### src/rtl/jtcop_snd_pkg.sv
// Shared definitions for the main/sound CPU command mailbox.
//   INT_NMI / INT_IRQ : values for the mailbox INT_MODE parameter.
//   IDLE / ASSERT / GAP : state codes of the NMI pacing machine.
package jtcop_snd_pkg;

  localparam int unsigned INT_NMI = 0;
  localparam int unsigned INT_IRQ = 1;

  localparam logic [1:0] IDLE   = 2'd0;
  localparam logic [1:0] ASSERT = 2'd1;
  localparam logic [1:0] GAP    = 2'd2;

  typedef enum logic [1:0] {
    StIdle   = IDLE,
    StAssert = ASSERT,
    StGap    = GAP
  } nmi_state_e;

endpackage

### src/rtl/jtcop_edge.sv
// One-bit rising-edge detector.
//   clk  : system clock
//   rst  : synchronous active-high reset (clears the delayed copy)
//   din  : level input, may stay high for many cycles
//   rise : high for the single cycle where din=1 and its registered copy=0
module jtcop_edge (
  input  logic clk,
  input  logic rst,
  input  logic din,
  output logic rise
);

  logic din_q;

  always_ff @(posedge clk) begin
    if (rst) din_q <= 1'b0;
    else     din_q <= din;
  end

  always_comb begin
    rise = din & ~din_q;
  end

endmodule

### src/rtl/jtcop_snd_mbox.sv
// Command mailbox between the main CPU and the sound CPU.
// Main->sound commands go through a DEPTH-entry FIFO; sound->main replies use a
// single latch with a full flag. The sound CPU is interrupted either with one
// NMI pulse per queued command (paced by NMI_GAP) or with a level IRQ.
//   clk, rst              : clock, synchronous active-high reset
//   main_wr / main_din    : main CPU command write strobe and data
//   main_rd / main_dout   : main CPU reply read strobe and reply latch
//   main_clr              : clears the sticky overflow flag
//   reply_full            : reply written by sound CPU, not yet read by main
//   ovf                   : sticky command overflow flag
//   snd_rd / snd_dout     : sound CPU command read strobe and head command
//   snd_wr / snd_din      : sound CPU reply write strobe and data
//   snd_intn              : active-low interrupt to the sound CPU
//   count                 : FIFO occupancy, 0..DEPTH
module jtcop_snd_mbox
  import jtcop_snd_pkg::*;
#(
  parameter int unsigned DW        = 8,
  parameter int unsigned DEPTH     = 4,
  parameter int unsigned INT_MODE  = INT_NMI,
  parameter int unsigned OVERWRITE = 0,
  parameter int unsigned NMI_GAP   = 16,
  localparam int unsigned AW       = $clog2(DEPTH)
) (
  input  logic          clk,
  input  logic          rst,
  input  logic          main_wr,
  input  logic [DW-1:0] main_din,
  input  logic          main_rd,
  output logic [DW-1:0] main_dout,
  input  logic          main_clr,
  output logic          reply_full,
  output logic          ovf,
  input  logic          snd_rd,
  output logic [DW-1:0] snd_dout,
  input  logic          snd_wr,
  input  logic [DW-1:0] snd_din,
  output logic          snd_intn,
  output logic [AW:0]   count
);

  localparam int unsigned CW = AW + 1;

  logic [DW-1:0] mem_q [DEPTH];
  logic [AW-1:0] wr_ptr_q, rd_ptr_q;
  logic [CW-1:0] count_q;
  logic          ovf_q, reply_full_q;
  logic [DW-1:0] main_dout_q, snd_dout_q;

  logic wr_ev, rd_ev, pop_ev, rep_ev;
  logic full, empty, push_ok, pop_ok, ovf_set;

  // One event per strobe, however long the CPU holds it.
  jtcop_edge u_edge_main_wr (.clk(clk), .rst(rst), .din(main_wr), .rise(wr_ev));
  jtcop_edge u_edge_main_rd (.clk(clk), .rst(rst), .din(main_rd), .rise(rd_ev));
  jtcop_edge u_edge_snd_rd  (.clk(clk), .rst(rst), .din(snd_rd),  .rise(pop_ev));
  jtcop_edge u_edge_snd_wr  (.clk(clk), .rst(rst), .din(snd_wr),  .rise(rep_ev));

  always_comb begin
    full    = (count_q == CW'(DEPTH));
    empty   = (count_q == '0);
    // A concurrent pop frees a slot, so a push on full is still accepted.
    push_ok = wr_ev & (~full | pop_ev);
    pop_ok  = pop_ev & ~empty;
    ovf_set = wr_ev & full & ~pop_ev;
  end

  // Storage needs no reset: nothing is visible until count says so.
  always_ff @(posedge clk) begin
    if (!rst) begin
      if (push_ok) begin
        mem_q[wr_ptr_q] <= main_din;
      end else if (ovf_set && (OVERWRITE != 0)) begin
        mem_q[wr_ptr_q - AW'(1)] <= main_din;
      end
    end
  end

  always_ff @(posedge clk) begin
    if (rst) begin
      wr_ptr_q     <= '0;
      rd_ptr_q     <= '0;
      count_q      <= '0;
      ovf_q        <= 1'b0;
      snd_dout_q   <= '0;
      reply_full_q <= 1'b0;
      main_dout_q  <= '0;
    end else begin
      if (push_ok) wr_ptr_q <= wr_ptr_q + AW'(1);
      if (pop_ok)  rd_ptr_q <= rd_ptr_q + AW'(1);
      count_q <= count_q + CW'(push_ok) - CW'(pop_ok);

      // Overflow wins over a same-cycle clear so it is never lost.
      if (ovf_set)       ovf_q <= 1'b1;
      else if (main_clr) ovf_q <= 1'b0;

      // Registered head; on the pop edge the CPU still sees the old head.
      if (!empty) snd_dout_q <= mem_q[rd_ptr_q];

      // A reply write wins over a same-cycle read acknowledge.
      if (rep_ev) begin
        main_dout_q  <= snd_din;
        reply_full_q <= 1'b1;
      end else if (rd_ev) begin
        reply_full_q <= 1'b0;
      end
    end
  end

  always_comb begin
    main_dout  = main_dout_q;
    reply_full = reply_full_q;
    ovf        = ovf_q;
    snd_dout   = snd_dout_q;
    count      = count_q;
  end

  if (INT_MODE == INT_IRQ) begin : g_irq
    logic intn_q;

    always_ff @(posedge clk) begin
      if (rst) intn_q <= 1'b1;
      else     intn_q <= empty;
    end

    always_comb begin
      snd_intn = intn_q;
    end
  end else begin : g_nmi
    localparam int unsigned GW = (NMI_GAP > 1) ? $clog2(NMI_GAP) : 1;

    nmi_state_e    state_q, state_d;
    logic [GW-1:0] gap_q, gap_d;

    always_ff @(posedge clk) begin
      if (rst) begin
        state_q <= StIdle;
        gap_q   <= '0;
      end else begin
        state_q <= state_d;
        gap_q   <= gap_d;
      end
    end

    // Each command gets its own falling edge; the gap only starts once the
    // sound CPU has taken the current command, so later pushes just queue.
    always_comb begin
      state_d  = state_q;
      gap_d    = gap_q;
      snd_intn = 1'b1;
      unique case (state_q)
        StIdle: begin
          if (!empty) state_d = StAssert;
        end
        StAssert: begin
          snd_intn = 1'b0;
          if (pop_ev) begin
            state_d = StGap;
            gap_d   = GW'(NMI_GAP - 1);
          end
        end
        StGap: begin
          if (gap_q == '0) state_d = StIdle;
          else             gap_d   = gap_q - GW'(1);
        end
        default: state_d = StIdle;
      endcase
    end
  end

endmodule

### config.mk
export PLATFORM = sky130hd
export DESIGN_NAME = jtcop_snd_mbox
export DESIGN_NICKNAME = d
export VERILOG_FILES = /design/src/rtl/jtcop_snd_pkg.sv /design/src/rtl/jtcop_edge.sv /design/src/rtl/jtcop_snd_mbox.sv
export SDC_FILE = /design/constraint.sdc
export NUM_CORES = 1
export LEC_CHECK = 0
export CAP_MARGIN = 30
export CORE_MARGIN = 5
export CORE_UTILIZATION = 56
export DETAILED_ROUTE_END_ITERATION = 16
export GPL_TIMING_DRIVEN = 0
export PLACE_DENSITY = 0.91
export SLEW_MARGIN = 20
export SYNTH_ARGS = -nofsm -noshare
export SYNTH_HDL_FRONTEND = slang
export SYNTH_SLANG_ARGS = --single-unit
### constraint.sdc
create_clock -name clk -period 3.2 [get_ports clk]
set_input_delay 0.48 -clock clk [delete_from_list [all_inputs] [get_ports clk]]
set_output_delay 0.48 -clock clk [all_outputs]
set_load 0.01 [all_outputs]
**Word-level counts from Yosys, hierarchy flattened**

Memories as Yosys holds them, arrays and structs flattened. A register that Yosys moved wholly into a read port is not among the register bits.
Index checks and enable logic that the tools add are counted.

- $add $sub $neg: 5
- Equality and inequality tests: 7
- Mux-type cells: 15
- Bitwise logic cells: 16
- Reduce and logical (&&, ||, !) cells: 9

Operator list:

| operator | count |
|---|---|
| AND 1 bit | 8 |
| two-way mux 1 bit | 8 |
| two-way mux 4 bit | 2 |
| inequality test 2 bit (second input constant) | 4 |
| case mux 4 bit (2 select lines) | 1 |
| NOT 1 bit | 7 |
| two-way mux 2 bit | 3 |
| case mux 2 bit (3 select lines) | 1 |
| AND reduction 3 bit | 2 |
| nonzero test 2 bit | 3 |
| adder 2 x 1 -> 2 bit (second input constant) | 2 |
| logical NOT 4 bit | 1 |
| subtractor 4 x 1 -> 4 bit (second input constant) | 1 |
| adder 3 x 1 -> 3 bit | 1 |
| == test 3 bit (second input constant) | 1 |
| logical NOT 3 bit | 1 |
| subtractor 3 x 1 -> 3 bit | 1 |
| == test 2 x 1 -> 1 bit (second input constant) | 1 |
| == test 2 bit (second input constant) | 1 |
| logical NOT 2 bit | 1 |
| logical NOT 1 bit | 1 |
| bitwise OR 1 bit | 1 |

- Register bits: 27
- Memory bits (writable): 32
- Input bits: 23
- Output and inout bits: 22
- Logic and storage cells: 65
- Memories kept: 1

Memories:

| name | depth | bits a word | read ports | clocked after Yosys merged registers in | wr ports | RTL line | RTL |
|---|---|---|---|---|---|---|---|
| mem_q | 4 | 8 | 1 | 1 | 1 | jtcop_snd_mbox.sv:44 | `logic [DW-1:0] mem_q [DEPTH];` |

**Longest topological paths before layout**

Gate-level depths: netlist of run 1.

- Depth after elaboration: 7
- Depth in mapped cells: 10
- Gate-level depth less buffers: 10

**By module**

Synthesis of run 1 repeated with hierarchy kept, for this count alone.

- Cell total of the unflattened synthesis: 205
- Area total of the unflattened synthesis: 2708.8 um^2

Modules (own cells, without submodules):

| module | times used | cells each | area each (um^2) | seq. area each (um^2) |
|---|---|---|---|---|
| jtcop_snd_mbox | 1 | 193 | 2518.7 | 1581.5 |
| jtcop_edge | 4 | 3 | 47.5 | 20.0 |

**Worst setup path before layout of run 1**

No wires, ideal clock.

- Kind: in2reg
- From: input port snd_rd
- To: register count_q[2] (netlist: count[2])
- Setup time: 0.128 ns
- Arrival time: 2.172 ns
- Data required time: 3.072 ns
- Setup slack: 0.900 ns
- Cell stages on the path: 10
- Path buffers: 0
- Cell sequence: nand2b_1 a31oi_1 inv_1 ha_1 inv_1 ha_1 fa_1 xnor2_1 xnor2_1 nor2_1

- Word-level cells in the longest chain between the ends: 5
- Elaborated cells between the ends (all ways): 6
- Classes of those cells: add/sub: 2; bitwise: 4

RTL lines:

| what | RTL line | RTL |
|---|---|---|
| start: declaration | jtcop_snd_mbox.sv:34 | `input logic snd_rd,` |
| AND 1 bit * | jtcop_edge.sv:21 | `rise = din & ~din_q;` |
| bitwise OR 1 bit | jtcop_snd_mbox.sv:63 | `push_ok = wr_ev & (~full \| pop_ev);` |
| AND 1 bit | jtcop_snd_mbox.sv:63 |  |
| adder 3 x 1 -> 3 bit | jtcop_snd_mbox.sv:91 | `count_q <= count_q + CW'(push_ok) - CW'(pop_ok);` |
| subtractor 3 x 1 -> 3 bit * | jtcop_snd_mbox.sv:91 |  |
| end signal: assignment | jtcop_snd_mbox.sv:91 |  |
| end: declaration | jtcop_snd_mbox.sv:46 | `logic [CW-1:0] count_q;` |

Every way passes the cells marked *; elsewhere a longest branch is shown, timed or not.
A chain may end at the register's enable or synchronous reset.

**Final worst setup path of run 1**

Same ends and word-level chain as after synthesis.

==> flow_summary.ini, run 1 <==
[cts]
cts_resized = 0
clk_path_buf_depth = 2
post_cts_buffers = 0
clkLatencyLatePin_ns = 0.34
hold_buffers = 0
clk_pin_slew_ns = 0.07
cts.sinks = 67
htreeDepth = 3
cts_root_buffer = clkbuf_8
numCtsBuffers = 9
cts_tree = yes

[global_route]
antenna_found_initial = 0
grt_pass1_vias = 1839
grt_pass1_wl_mm = 8.55
gr-total-overflow = 0
grtUsageTotal_pct = 18.3
grt_max_degree = 13

[synth]
post-synth-top-count-cell = dfxtp_1
synthTopCellsByCount = dfxtp_1, edfxtp_1, nand2_1
synth_area_per_cell_um2 = 12.5
synth_nets = 246
yosysSeqAreaShare_pct = 61.9
yosys.area.top_type = edfxtp_1
async_flop_share_pct = 0
yosysTopAreaCellShare_pct = 35.8
synthCells = 215
synth_edf_count = 32
ys.flop_type = dfxtp_1
ys_warn_count = 0
netlist_area_um2 = 2680
synth_cell_types = 40
synthTopCellsByArea = edfxtp_1, dfxtp_1, mux4_2
synth_seq_cells = 67

[timing]
setup-violations-final = 0
timing.slew.headroom_pct = 51.5
finalHoldViolations = 0
fin_tns_setup_ns = 0
final.setup.worst_slack_ns = 0.362
fin_skew_ns = 0.00978
fin_crit_sh_pct = 88.7
rsz0062_at_grt = no
fmax_mhz = 352
finalMaxSlewViolations = 0
hold_ws_ns = 0.455
period_minus_slack_ns = 2.84
worstMarginPinSlew_ns = 0.725

[hold_path]
whs_path_depth = 2
hold_class = reg -> reg

[floorplanning]
coreArea_um2 = 4690
die_w_um = 79.2
initial_utilization_pct = 57.2
rows = 25
ios = 45
dieArea_um2 = 6270
fp.dieH_um = 79.2

[setup_path]
startpoint_type = input port
end_kind = flip-flop
rr_worst_depth = 10
crit_cells = 11
slowest_stage = clkdlybuf4s50_1
cp_top_family = adder cells
max_stage_delay_ns = 0.50
critPathRequiredTime_ns = 3.41
path_cells = clkdlybuf4s50_1 > nand2b_1 > a31oi_1 > inv_1 > ha_1 > inv_1 > ha_1 > fa_1 > xnor2_1 > xnor2_1 > nor2_1
critPathKind = in -> reg
worst-path-buf-inv = 3
critPathArrivalTime_ns = 3.05
crit_path_max_fanout = 5

[final_layout]
utilization_pct = 73.1
layout-drive-gt1-share_pct = 14.5
final_cell_area_um2 = 3430
final_nets = 301
stdcell_count = 329
area_growth_pct = 27.8
diodes = 0

[placed_design]
place_inst = 313
placed_cell_area_um2 = 3210
hpwlAfterDp_mm = 3.67
dp_slack_ns = -0.00701
port_buffers = 44
place.gp.congestion = 0.741

[drt]
firstDrtPassIters = 6
drt_iter0_drc = 99
routed_wl_mm = 5.23
antenna_left = 0
vias_per_cell = 5.29
drc = 0
wl_per_cell_um = 15.9
vias = 1739

[outcome]
status = finished, final reports clean

[pwr]
total_power_mw = 2.56
vdd_drop_max_mv = 0.481
p_leak_nw = 1.23
power_density_nw_per_um2 = 746

[run]
cap_viol_max_count = 0
## cells in the final DEF, fill, tap and decap left out, types with 4 or more instances in the layout
master / Yosys / layout
clkdlybuf4s50_1: 0 / 44
mux4_2: 8 / 8
nand2b_1: 7 / 7
nor2_1: 9 / 9
edfxtp_1: 32 / 32
inv_1: 11 / 11
ha_1: 7 / 7
nand2_1: 32 / 32
a21oi_1: 21 / 21
dfxtp_1: 35 / 35
nor3b_2: 0 / 4
nor2b_1: 7 / 7
clkbuf_1: 3 / 4
clkbuf_8: 0 / 9
## final timing paths
path	start	to	slack, ns
worst max register to register	count[1]$_SDFF_PP0_	count[2]$_SDFF_PP0_	0.60
worst min register to register	snd_dout[1]$_SDFFE_PP0N_	snd_dout[1]$_SDFFE_PP0N_	0.45
worst max-delay path	snd_rd	count[2]$_SDFF_PP0_	0.36
worst min-delay path	snd_dout[1]$_SDFFE_PP0N_	snd_dout[1]$_SDFFE_PP0N_	0.45
## flip-flops by register name (all words and copies together) (netlist names), 2 cells and up
register and count:
mem_q 32, main_dout 8, snd_dout 8, g_nmi.gap_q 4, count 3, g_nmi.state_q 2, rd_ptr_q 2, wr_ptr_q 2
## worst reg2reg max path, cell delays in order, from the launching register on
cell     delay [ns]
dfxtp_1        0.44
nor2_1         0.09
a31oi_1        0.37
inv_1          0.23
ha_1           0.34
inv_1          0.04
ha_1           0.18
fa_1           0.38
xnor2_1        0.19
xnor2_1        0.15
nor2_1         0.07
## layout make-up
class	instances	area (um2)
plain buffers	12	71.3
fillers	313	1260
flip-flops and latches	67	1660
multi-input cells	125	928
clock inverters	6	90.1
repair buffers	44	440
clock buffers	10	128
well taps	54	67.6
inverters	11	41.3
## layer usage
layer	GRT usage [%]	vias up	part of all wire, %
li1	-	869	-
met1	21.7	816	43
met2	30.7	46	50
met3	4.54	8	5.2
met4	9.28	0	1.9
met5	0	-	0
## logic make-up after synthesis
family	share of synthesized area, %
flops	61.9
simple gates	13.9
xor+xnor	0.653
fa+ha+maj	4.01
mux	7.51
compound gates	7.79
buf+inv	4.20
## report_power, final
| group | switching [mW] | internal [mW] | total [mW] |
|---|---|---|---|
| sequential | 0.0823 | 1.01 | 1.09 |
| clock | 0.316 | 0.440 | 0.755 |
| combinational | 0.346 | 0.364 | 0.710 |
| total | 0.744 | 1.81 | 2.56 |
Note: power is estimated with default switching activity, not from simulation.
==> run 2, diff against run 1 <==
- SLEW_MARGIN: 20 -> unset
==> run 2 against run 1 <==
  * Clock skew fell by 0.00064 ns
  * Core utilization rose by 0.61 points
  * First-iteration DRC count rose by 52%
  * Critical path depth did not move
  * Sequential cell count did not move
  * Sequential power barely moved
  * Wire length rose by 6.8%
  * Register-to-register slack barely moved
  * Clock-buffer cell count rose by 1
  * Setup slack improved by 0.00063 ns
  * Clock power rose by 8.3%
==> flow_summary.ini, run 2 (same netlist as run 1, synthesis figures left out) <==
[setup_path]
r2r-end = count[2]$_SDFF_PP0_
critPathRequiredTime_ns = 3.42
worst-path-buf-inv = 3
cp_top_family = adder cells
end_kind = flip-flop
crit_path_max_fanout = 5
path_cells = clkdlybuf4s50_1 > nand2b_1 > a31oi_1 > inv_1 > ha_1 > inv_1 > ha_1 > fa_1 > xnor2_1 > xnor2_1 > nor2_1
slowest_stage = clkdlybuf4s50_1
max_stage_delay_ns = 0.50
rr_worst_depth = 10
startpoint_type = input port
r2r_setup_slack_ns = 0.60
r2r-start = count[1]$_SDFF_PP0_
critPathArrivalTime_ns = 3.06
critPathKind = in -> reg

[global_route]
grtUsageTotal_pct = 19.6
grt_pass1_wl_mm = 8.99
grt_max_degree = 14
grt_pass1_vias = 1896
antenna_found_initial = 0
gr-total-overflow = 0

[timing]
timing.slew.headroom_pct = 56.4
worstMarginPinSlew_ns = 0.652
fin_tns_setup_ns = 0
fmax_mhz = 352
finalHoldViolations = 0
fin_crit_sh_pct = 88.7
rsz0062_at_grt = no
period_minus_slack_ns = 2.84
fin_skew_ns = 0.00914
setup-violations-final = 0
finalMaxSlewViolations = 0

[cts]
post_cts_buffers = 0
clkLatencyLatePin_ns = 0.35
hold_buffers = 0
cts_root_buffer = clkbuf_8
clk_path_buf_depth = 2
cts.sinks = 67
htreeDepth = 3
cts_tree = yes
clk_pin_slew_ns = 0.07
cts_resized = 0
numCtsBuffers = 9

[final_layout]
stdcell_count = 333
fillCellCount = 319
area_growth_pct = 28.9
top_register = mem_q
final_nets = 305
layout-drive-gt1-share_pct = 14.3
largest_reg_flops = 32
layout.cells.most_common_list = clkdlybuf4s50_1, dfxtp_1, nand2_1, edfxtp_1, a21oi_1
final_common_cell = clkdlybuf4s50_1
regArea_um2 = 1660
multi_input_area_um2 = 908
final_cell_area_um2 = 3460
diodes = 0

[drt]
drt_iter0_drc = 150
vias = 1819
firstDrtPassIters = 4
vias_per_cell = 5.46
drc = 0
antenna_left = 0
wl_per_cell_um = 16.8
routed_wl_mm = 5.58

[pwr]
p_sw_uw = 767
p_leak_nw = 1.26
pwr-share-comb_pct = 27.3
swShare_pct = 29.2
pwr-share-clk_pct = 31.1
power_density_nw_per_um2 = 761
p_seq_share_pct = 41.6
intPower_mw = 1.86
vdd_drop_max_mv = 0.403

[floorplanning]
die_w_um = 79.2
rows = 25
initial_utilization_pct = 57.2
fp.dieH_um = 79.2
ios = 45
coreArea_um2 = 4690
dieArea_um2 = 6270

[run]
cap_viol_max_count = 0

[placed_design]
port_buffers = 44
placed_cell_area_um2 = 3220
hpwlAfterDp_mm = 3.97
place_inst = 317
place.gp.congestion = 0.741

[hold_path]
whs_endpoint = snd_dout[5]$_SDFFE_PP0N_
hold_class = reg -> reg
min_from = snd_dout[5]$_SDFFE_PP0N_
whs_path_depth = 2

[outcome]
status = finished, final reports clean
[run 2: changes by cell type in the layout (fill, tap and decap cells not counted)]
cell,change
nor3b_2,-4
clkinv_2,-1
clkinvlp_4,-1
nor3b_1,+4
inv_4,+1
buf_4,+4
clkbuf_16,+1
[run 2: layout make-up]
class	count	area share (%)
sequential	67	48.1
multi-input combinational	125	26.3
timing repair buffer	48	13.6
clock buffer	11	4.42
clock inverter	5	2.42
buffer	12	2.06
tap	54	1.95
inverter	11	1.19
[run 2: metal layers]
layer,vias to the layer above,share of wire (%),track usage (%)
met5,-,0,0
met4,0,2.2,8.93
met3,9,7.2,6.01
met2,81,53,34.5
met1,850,38,21.4
li1,879,-,-
[run 2: worst max-delay path by stage]
stage           start               endpoint  cells after the start
5_1_grt        snd_rd    count[2]$_SDFF_PP0_                     11
4_1_cts        snd_rd    count[2]$_SDFF_PP0_                     11
3_5_place_dp   snd_rd    count[2]$_SDFF_PP0_                     11
3_3_place_gp   snd_rd  mem_q[1][7]$_DFFE_PP_                      5
2_1_floorplan  snd_rd    count[2]$_SDFF_PP0_                     10
6_report       snd_rd    count[2]$_SDFF_PP0_                     11
[run 2: tightest hold or removal path: stages (launching register included)]
cell	delay, ns
dfxtp_1	0.31
nand2_1	0.05
a21oi_1	0.05
[run 2: metrics by stage]
stage | worst slack, ns | utilization, % | total power, mW | hold WS, ns
3_5_place_dp | 0.0296 | 68.6 | 1.81 | 0.445
3_3_place_gp | 0.0878 | 68.0 | 1.77 | 0.439
4_1_cts | 0.372 | 73.7 | 2.64 | 0.458
5_1_grt | 0.237 | 73.7 | 2.78 | 0.489
6_report | 0.363 | 73.7 | 2.63 | 0.457
2_1_floorplan | 0.900 | - | 1.53 | 0.437
[run 2: power by group through the flow]
stage               registers [mW]  logic (mW)  clock network (mW)
floorplan                     1.12       0.404                   0
global placement              1.10       0.668                   0
detailed placement            1.11       0.705                   0
CTS                           1.09       0.719               0.823
global route                  1.11       0.787               0.884
finish                        1.09       0.719               0.818
